**src/rtl/mul_issue_arbiter_if.sv**
```systemverilog
// Bundle between reservation stations, the shared multiplier and the writeback arbiter.
// The arbiter takes the slave view; the surrounding pipeline (or a bench) takes the master view.
interface mul_issue_arbiter_if #(
    parameter int NUM_REQ = 4,
    parameter int DATA_W  = 32,
    parameter int TAG_W   = 6
);
    localparam int SRC_W = (NUM_REQ > 1) ? $clog2(NUM_REQ) : 1;

    logic [NUM_REQ-1:0]        req_valid;
    logic [NUM_REQ*DATA_W-1:0] req_a;
    logic [NUM_REQ*DATA_W-1:0] req_b;
    logic [NUM_REQ*2-1:0]      req_op;
    logic [NUM_REQ*TAG_W-1:0]  req_tag;
    logic [NUM_REQ-1:0]        req_ready;

    logic                      fu_start;
    logic [DATA_W-1:0]         fu_a;
    logic [DATA_W-1:0]         fu_b;
    logic [1:0]                fu_op;
    logic [DATA_W-1:0]         fu_result;

    logic                      resp_valid;
    logic                      resp_ready;
    logic [DATA_W-1:0]         resp_data;
    logic [TAG_W-1:0]          resp_tag;
    logic [SRC_W-1:0]          resp_src;

    logic                      flush;
    logic                      busy;

    modport slave (
        input  req_valid, req_a, req_b, req_op, req_tag,
        input  fu_result, resp_ready, flush,
        output req_ready, fu_start, fu_a, fu_b, fu_op,
        output resp_valid, resp_data, resp_tag, resp_src, busy
    );

    modport master (
        output req_valid, req_a, req_b, req_op, req_tag,
        output fu_result, resp_ready, flush,
        input  req_ready, fu_start, fu_a, fu_b, fu_op,
        input  resp_valid, resp_data, resp_tag, resp_src, busy
    );
endinterface

```
**src/rtl/mul_issue_arbiter.sv**
```systemverilog
// Round-robin issue of NUM_REQ requesters onto one fixed-latency multiplier; result held on a
// valid/ready port. Grant to resp_valid is FU_LATENCY+1 cycles; RESP holds while resp_ready is low.
module mul_issue_arbiter #(
    parameter int NUM_REQ    = 4,
    parameter int DATA_W     = 32,
    parameter int TAG_W      = 6,
    parameter int FU_LATENCY = 3
) (
    input  logic               i_clk,
    input  logic               i_rst,
    mul_issue_arbiter_if.slave io_bus
);
    localparam int SRC_W = (NUM_REQ > 1) ? $clog2(NUM_REQ) : 1;
    localparam int CNT_W = $clog2(FU_LATENCY + 1);

    typedef enum logic [1:0] {
        ST_IDLE = 2'd0,
        ST_EXEC = 2'd1,
        ST_RESP = 2'd2
    } state_t;

    state_t               r_state;
    state_t               w_state_nxt;

    logic [SRC_W-1:0]     r_rr_ptr;
    logic [SRC_W-1:0]     r_src;
    logic [CNT_W-1:0]     r_cnt;
    logic                 r_fu_start;
    logic [DATA_W-1:0]    r_a;
    logic [DATA_W-1:0]    r_b;
    logic [1:0]           r_op;
    logic [TAG_W-1:0]     r_tag;
    logic [DATA_W-1:0]    r_resp_data;

    logic [2*NUM_REQ-1:0] w_dbl;
    logic [NUM_REQ-1:0]   w_rot;
    logic [NUM_REQ-1:0]   w_ready;
    logic                 w_any;
    logic                 w_grant;
    logic                 w_last;
    logic [SRC_W-1:0]     w_off;
    logic [SRC_W:0]       w_sum;
    logic [SRC_W-1:0]     w_winner;
    logic [SRC_W-1:0]     w_ptr_nxt;
    logic [DATA_W-1:0]    w_sel_a;
    logic [DATA_W-1:0]    w_sel_b;
    logic [1:0]           w_sel_op;
    logic [TAG_W-1:0]     w_sel_tag;

    // Rotate the request vector so bit 0 is the requester at r_rr_ptr; the lowest set bit
    // of the rotated vector is then the round-robin winner's offset from the pointer.
    always_comb begin
        w_dbl = {io_bus.req_valid, io_bus.req_valid} >> r_rr_ptr;
        w_rot = w_dbl[NUM_REQ-1:0];
        w_any = |w_rot;
        w_off = '0;
        for (int k = NUM_REQ - 1; k >= 0; k--) begin
            if (w_rot[k]) begin
                w_off = SRC_W'(k);
            end
        end
        w_sum = {1'b0, r_rr_ptr} + {1'b0, w_off};
        if (w_sum >= (SRC_W + 1)'(NUM_REQ)) begin
            w_sum = w_sum - (SRC_W + 1)'(NUM_REQ);
        end
        w_winner = w_sum[SRC_W-1:0];
    end

    assign w_ptr_nxt = (w_winner == SRC_W'(NUM_REQ - 1)) ? '0 : w_winner + SRC_W'(1);
    assign w_grant   = (r_state == ST_IDLE) && w_any && !io_bus.flush && !i_rst;
    assign w_last    = (r_state == ST_EXEC) && (r_cnt == CNT_W'(1));

    always_comb begin
        w_ready   = '0;
        w_sel_a   = '0;
        w_sel_b   = '0;
        w_sel_op  = '0;
        w_sel_tag = '0;
        for (int k = 0; k < NUM_REQ; k++) begin
            if (w_winner == SRC_W'(k)) begin
                w_sel_a   = io_bus.req_a[k*DATA_W +: DATA_W];
                w_sel_b   = io_bus.req_b[k*DATA_W +: DATA_W];
                w_sel_op  = io_bus.req_op[k*2 +: 2];
                w_sel_tag = io_bus.req_tag[k*TAG_W +: TAG_W];
                w_ready[k] = w_grant;
            end
        end
    end

    always_ff @(posedge i_clk) begin
        if (i_rst) begin
            r_state <= ST_IDLE;
        end else begin
            r_state <= w_state_nxt;
        end
    end

    always_comb begin
        w_state_nxt = r_state;
        case (r_state)
            ST_IDLE: if (w_grant) w_state_nxt = ST_EXEC;
            ST_EXEC: if (w_last) w_state_nxt = ST_RESP;
            ST_RESP: if (io_bus.resp_ready) w_state_nxt = ST_IDLE;
            default: w_state_nxt = ST_IDLE;
        endcase
        if (io_bus.flush) begin
            w_state_nxt = ST_IDLE;
        end
    end

    // Flush drops the in-flight op but leaves the pointer alone, so the next grant
    // naturally goes to the requester after the squashed winner.
    always_ff @(posedge i_clk) begin
        if (i_rst) begin
            r_rr_ptr    <= '0;
            r_src       <= '0;
            r_cnt       <= '0;
            r_fu_start  <= 1'b0;
            r_a         <= '0;
            r_b         <= '0;
            r_op        <= '0;
            r_tag       <= '0;
            r_resp_data <= '0;
        end else if (io_bus.flush) begin
            r_fu_start <= 1'b0;
            r_cnt      <= '0;
        end else begin
            r_fu_start <= w_grant;
            if (w_grant) begin
                r_a      <= w_sel_a;
                r_b      <= w_sel_b;
                r_op     <= w_sel_op;
                r_tag    <= w_sel_tag;
                r_src    <= w_winner;
                r_rr_ptr <= w_ptr_nxt;
                r_cnt    <= CNT_W'(FU_LATENCY);
            end else if (r_state == ST_EXEC) begin
                r_cnt <= r_cnt - CNT_W'(1);
                if (w_last) begin
                    r_resp_data <= io_bus.fu_result;
                end
            end
        end
    end

    assign io_bus.req_ready  = w_ready;
    assign io_bus.fu_start   = r_fu_start;
    assign io_bus.fu_a       = r_a;
    assign io_bus.fu_b       = r_b;
    assign io_bus.fu_op      = r_op;
    assign io_bus.resp_valid = (r_state == ST_RESP);
    assign io_bus.resp_data  = r_resp_data;
    assign io_bus.resp_tag   = r_tag;
    assign io_bus.resp_src   = r_src;
    assign io_bus.busy       = (r_state != ST_IDLE);

endmodule

```
**src/flat_wrapper.sv**
```systemverilog
// flat-port wrapper written by rule: the top's interface ports become plain ports
module mul_issue_arbiter_flat 
#(
    parameter int NUM_REQ    = 4,
    parameter int DATA_W     = 32,
    parameter int TAG_W      = 6,
    parameter int FU_LATENCY = 3
)
  (i_clk, i_rst, io_bus_req_valid, io_bus_req_a, io_bus_req_b, io_bus_req_op, io_bus_req_tag, io_bus_fu_result, io_bus_resp_ready, io_bus_flush, io_bus_req_ready, io_bus_fu_start, io_bus_fu_a, io_bus_fu_b, io_bus_fu_op, io_bus_resp_valid, io_bus_resp_data, io_bus_resp_tag, io_bus_resp_src, io_bus_busy);
  mul_issue_arbiter_if #(.NUM_REQ(NUM_REQ), .DATA_W(DATA_W), .TAG_W(TAG_W)) io_bus_i ();
  input  logic i_clk;
  input  logic i_rst;
  input wire logic [$bits(io_bus_i.req_valid)-1:0] io_bus_req_valid;
  input wire logic [$bits(io_bus_i.req_a)-1:0] io_bus_req_a;
  input wire logic [$bits(io_bus_i.req_b)-1:0] io_bus_req_b;
  input wire logic [$bits(io_bus_i.req_op)-1:0] io_bus_req_op;
  input wire logic [$bits(io_bus_i.req_tag)-1:0] io_bus_req_tag;
  input wire logic [$bits(io_bus_i.fu_result)-1:0] io_bus_fu_result;
  input wire logic [$bits(io_bus_i.resp_ready)-1:0] io_bus_resp_ready;
  input wire logic [$bits(io_bus_i.flush)-1:0] io_bus_flush;
  output wire logic [$bits(io_bus_i.req_ready)-1:0] io_bus_req_ready;
  output wire logic [$bits(io_bus_i.fu_start)-1:0] io_bus_fu_start;
  output wire logic [$bits(io_bus_i.fu_a)-1:0] io_bus_fu_a;
  output wire logic [$bits(io_bus_i.fu_b)-1:0] io_bus_fu_b;
  output wire logic [$bits(io_bus_i.fu_op)-1:0] io_bus_fu_op;
  output wire logic [$bits(io_bus_i.resp_valid)-1:0] io_bus_resp_valid;
  output wire logic [$bits(io_bus_i.resp_data)-1:0] io_bus_resp_data;
  output wire logic [$bits(io_bus_i.resp_tag)-1:0] io_bus_resp_tag;
  output wire logic [$bits(io_bus_i.resp_src)-1:0] io_bus_resp_src;
  output wire logic [$bits(io_bus_i.busy)-1:0] io_bus_busy;
  assign io_bus_i.req_valid = io_bus_req_valid;
  assign io_bus_i.req_a = io_bus_req_a;
  assign io_bus_i.req_b = io_bus_req_b;
  assign io_bus_i.req_op = io_bus_req_op;
  assign io_bus_i.req_tag = io_bus_req_tag;
  assign io_bus_i.fu_result = io_bus_fu_result;
  assign io_bus_i.resp_ready = io_bus_resp_ready;
  assign io_bus_i.flush = io_bus_flush;
  assign io_bus_req_ready = io_bus_i.req_ready;
  assign io_bus_fu_start = io_bus_i.fu_start;
  assign io_bus_fu_a = io_bus_i.fu_a;
  assign io_bus_fu_b = io_bus_i.fu_b;
  assign io_bus_fu_op = io_bus_i.fu_op;
  assign io_bus_resp_valid = io_bus_i.resp_valid;
  assign io_bus_resp_data = io_bus_i.resp_data;
  assign io_bus_resp_tag = io_bus_i.resp_tag;
  assign io_bus_resp_src = io_bus_i.resp_src;
  assign io_bus_busy = io_bus_i.busy;
  mul_issue_arbiter #(.NUM_REQ(NUM_REQ), .DATA_W(DATA_W), .TAG_W(TAG_W), .FU_LATENCY(FU_LATENCY)) u_core (.i_clk(i_clk), .i_rst(i_rst), .io_bus(io_bus_i));
endmodule
```
**config.mk**
```make
export PLATFORM = sky130hd
export DESIGN_NAME = mul_issue_arbiter_flat
export DESIGN_NICKNAME = d
export VERILOG_FILES = /design/src/rtl/mul_issue_arbiter_if.sv /design/src/rtl/mul_issue_arbiter.sv /design/src/flat_wrapper.sv
export SDC_FILE = /design/constraint.sdc
export NUM_CORES = 1
export LEC_CHECK = 0
export ABC_AREA = 1
export CELL_PAD_IN_SITES_DETAIL_PLACEMENT = 1
export CELL_PAD_IN_SITES_GLOBAL_PLACEMENT = 1
export CORE_MARGIN = 4
export CORE_UTILIZATION = 23
export CTS_BUF_LIST = sky130_fd_sc_hd__clkbuf_8
export DETAILED_ROUTE_END_ITERATION = 8
export GPL_TIMING_DRIVEN = 0
export PLACE_DENSITY = 0.88
export SYNTH_ARGS = -nofsm -noshare
export SYNTH_HDL_FRONTEND = slang
export SYNTH_SLANG_ARGS = --single-unit
```
**constraint.sdc**
```tcl
create_clock -name i_clk -period 3.79 [get_ports i_clk]
set_input_delay 0.758 -clock i_clk [delete_from_list [all_inputs] [get_ports i_clk]]
set_output_delay 0.758 -clock i_clk [all_outputs]
set_load 0.01 [all_outputs]
```
==> flow_summary.yaml <==
status:
  status: "finished clean"
worst_setup_path:
  cp-end-kind: "output port"
  reg2reg_depth: 21
  arrival_ns: 2.94
  worstReg2RegStart: "u_core.r_rr_ptr[0]"
  rr_endpoint: "u_core.io_bus.fu_b[7]"
  crit_type: "in2out"
  critPathRequiredTime_ns: 3.03
  startpoint_type: "primary input"
  cp_max_fo: 10
  crit_start: "io_bus_req_valid[2]"
  rrSetupSlack_ns: 0.18
  cp-endpoint: "io_bus_req_ready[1]"
clock_tree:
  cts_hold_buf: 0
  cts_sinks: 113
  cts_made_buffers: 17
  cts_tree: "built"
  cts_buffer_depth: 2
  path_clk_slew_ns: 0.07
  cts_root_buffer: "clkbuf_8"
  insertion_delay_ns: 0.45
  htree_levels: 4
routing:
  routed_wl_um: 35700
  wl_per_cell_um: 19.3
  drc: 0
  firstDrtPassIters: 6
  num_vias: 8809
  ant_nets: 0
  drt_iter0_drc: 389
  vias_per_cell: 4.76
floorplanning:
  initial_core_util_pct: 23.3
  die_area_um2: 30100
  die_h_um: 173
  fp-row-count: 60
  io_pins: 441
  core_area_um2: 27000
  die_w_um: 173
sta:
  tns_ns: 0
  finalCritPeriodShare_pct: 97.6
  period_needed_ns: 3.70
  worst_pin_slew_ns: 0.585
  skew_ns: 0.0179
  fmax_mhz: 270
  drv_slew: 0
  slew_headroom_pct: 61.0
  timing.final.ws_setup_ns: 0.0900
  setup-violations-final: 0
  hold_viol_final: 0
logic_synthesis:
  synth_seq_cells: 113
  yosysSeqAreaShare_pct: 36.0
  synth_cell_type_count: 21
  syn_nets: 1362
  avgSynthCellArea_um2: 6.12
  netlist_instances: 1028
  netlist_area_um2: 6290
  ys_warn_count: 0
cells_and_area:
  drive_gt1_share_pct: 6.75
  fillCellCount: 3406
  antennaDiodeCount: 0
  final_nets: 1831
  multi_input_area_um2: 3660
  regArea_um2: 2270
  final_cell_area_um2: 11900
  stdcell_count: 1851
  area_growth_pct: 89.1
power:
  power.density_nw_per_um2: 874
  leakage_uw: 0.00501
  ir_worst_vdd_v: 0.000347
  total_power_uw: 10400
placement:
  placed_area_um2: 11100
  portBuffers: 440
  gp_congestion: 0.892
  dpl.hpwl_um: 28500
  dp.cells: 1809
  place_ws_ns: -1.73
hold_path:
  hp-class: "reg2reg"
global_route:
  grt_pass1_vias: 9310
  grt_pass1_wl_um: 53000
  grt.overflow.total: 0
  grt_use_total_pct: 22.5
  antenna_found_initial: 1
  grt_max_degree: 17
run:
  maxCapViolations: 0
-- critical path: stages --
cell and delay (ns):
dlygate4sd2_1 0.25, nand2_1 0.12, nand3_2 0.08, nand2_2 0.09
nand3_2 0.07, a21boi_2 0.15, ha_2 0.22, xor2_2 0.16
nand3b_1 0.18, nand2_4 0.11, inv_4 0.09, ha_4 0.14
buf_12 0.10, clkbuf_16 0.14, inv_1 0.04, nor2_1 0.08
buf_2 0.14
-- flip-flops by register name (all words and copies together), names as in the netlist --
signal,flops
u_core.io_bus.fu_op,2
u_core.io_bus.resp_data,32
u_core.io_bus.resp_src,2
u_core.r_state,2
u_core.r_rr_ptr,2
u_core.io_bus.fu_a,32
u_core.io_bus.fu_b,32
u_core.r_cnt,2
u_core.io_bus.resp_tag,6
u_core.io_bus.fu_start,1
-- synthesized netlist by cell type --
cell type | instances | area [µm²]
nand2_1 | 387 | 1450
o21ai_0 | 171 | 856
dfxtp_1 | 113 | 2260
nand3_1 | 84 | 420
nor2_1 | 76 | 285
a21oi_1 | 75 | 375
clkbuf_1 | 54 | 203
inv_1 | 16 | 60.1
buf_2 | 14 | 70.1
o21ai_1 | 8 | 40.0
buf_6 | 7 | 78.8
buf_4 | 6 | 45.0
ha_1 | 6 | 75.1
clkinv_1 | 2 | 7.51
inv_2 | 2 | 7.51
o31ai_1 | 2 | 15.0
a21boi_0 | 1 | 7.51
nand3b_1 | 1 | 7.51
o21ai_2 | 1 | 8.76
or2_2 | 1 | 6.26
xor2_1 | 1 | 8.76
-- routing by layer --
| metal | vias to the layer above | GRT usage (%) | wire length [µm] |
|---|---|---|---|
| li1 | 4299 | - | - |
| met1 | 4119 | 26.4 | 14500 |
| met2 | 317 | 40.1 | 17900 |
| met3 | 74 | 4.91 | 2000 |
| met4 | 0 | 8.68 | 1300 |
| met5 | - | 0 | 0 |
-- power by group --
| part | leakage (µW) | internal [µW] | switching [µW] | total (µW) |
|---|---|---|---|---|
| clock | 0.000239 | 812 | 569 | 1380 |
| combinational | 0.00385 | 2840 | 4340 | 7180 |
| sequential | 0.000924 | 1610 | 234 | 1840 |
| total | 0.00501 | 5260 | 5150 | 10400 |
-- worst min-delay path by stage --
stage / slack, ns / cells after the start / to / from
floorplan: 0.49 / 2 / u_core.io_bus.fu_a[0] / u_core.io_bus.fu_a[0]
global placement: 0.45 / 2 / u_core.io_bus.fu_b[7] / u_core.io_bus.fu_b[7]
detailed placement: 0.46 / 2 / u_core.io_bus.fu_a[3] / u_core.io_bus.fu_a[3]
CTS: 0.46 / 2 / u_core.io_bus.fu_a[3] / u_core.io_bus.fu_a[3]
global route: 0.48 / 2 / u_core.io_bus.fu_a[3] / u_core.io_bus.fu_a[3]
finish: 0.46 / 2 / u_core.io_bus.fu_a[3] / u_core.io_bus.fu_a[3]
-- layout make-up --
class,instances,area share (%)
Timing Repair Buffer,450,37.5
Multi-Input combinational cell,814,30.8
Sequential cell,113,19.0
Buffer,81,4.28
Tap cell,341,3.59
Clock buffer,18,2.08
Clock inverter,14,1.89
Inverter,20,0.873
-- cell families after synthesis --
family          after synthesis  share of synthesized area, %
compound gates              258                          20.7
buf+inv                     101                          7.50
xor+xnor                      1                         0.139
simple gates                549                          34.5
fa+ha+maj                     6                          1.19
flops                       113                          36.0
-- cell usage in the layout, fill, tap and decap left out, types with 2 or more instances in the layout --
cell type	count
a21oi_1	75
buf_12	3
buf_2	13
buf_4	16
buf_6	7
bufinv_16	5
clkbuf_1	50
clkbuf_16	3
clkbuf_8	18
clkdlybuf4s50_1	432
clkinv_4	4
dfxtp_1	112
dlygate4sd2_1	4
ha_1	2
ha_4	3
inv_1	14
inv_2	3
inv_6	4
nand2_1	381
nand2_2	5
nand3_1	79
nand3_2	5
nor2_1	75
o21ai_0	170
o21ai_1	9
o31ai_1	2
-- metrics by stage --
| stage | utilization [%] | hold WS, ns |
|---|---|---|
| after floorplan | - | 0.486 |
| after global placement | 41.3 | 0.450 |
| after detailed placement | 41.3 | 0.456 |
| after CTS | 44.0 | 0.465 |
| after global routing | 44.2 | 0.480 |
| final | 44.2 | 0.461 |
-- timing repair --
item / in CTS / in global routing
endpoints found under the hold margin: 0 / 0
gates cloned: 0 / 0
resized for setup: 66 / 12
endpoints found under the setup margin: 76 / 58
buffers inserted: 8 / 2
pin swaps: 9 / 6
Note: power is estimated with default switching activity, not from simulation.
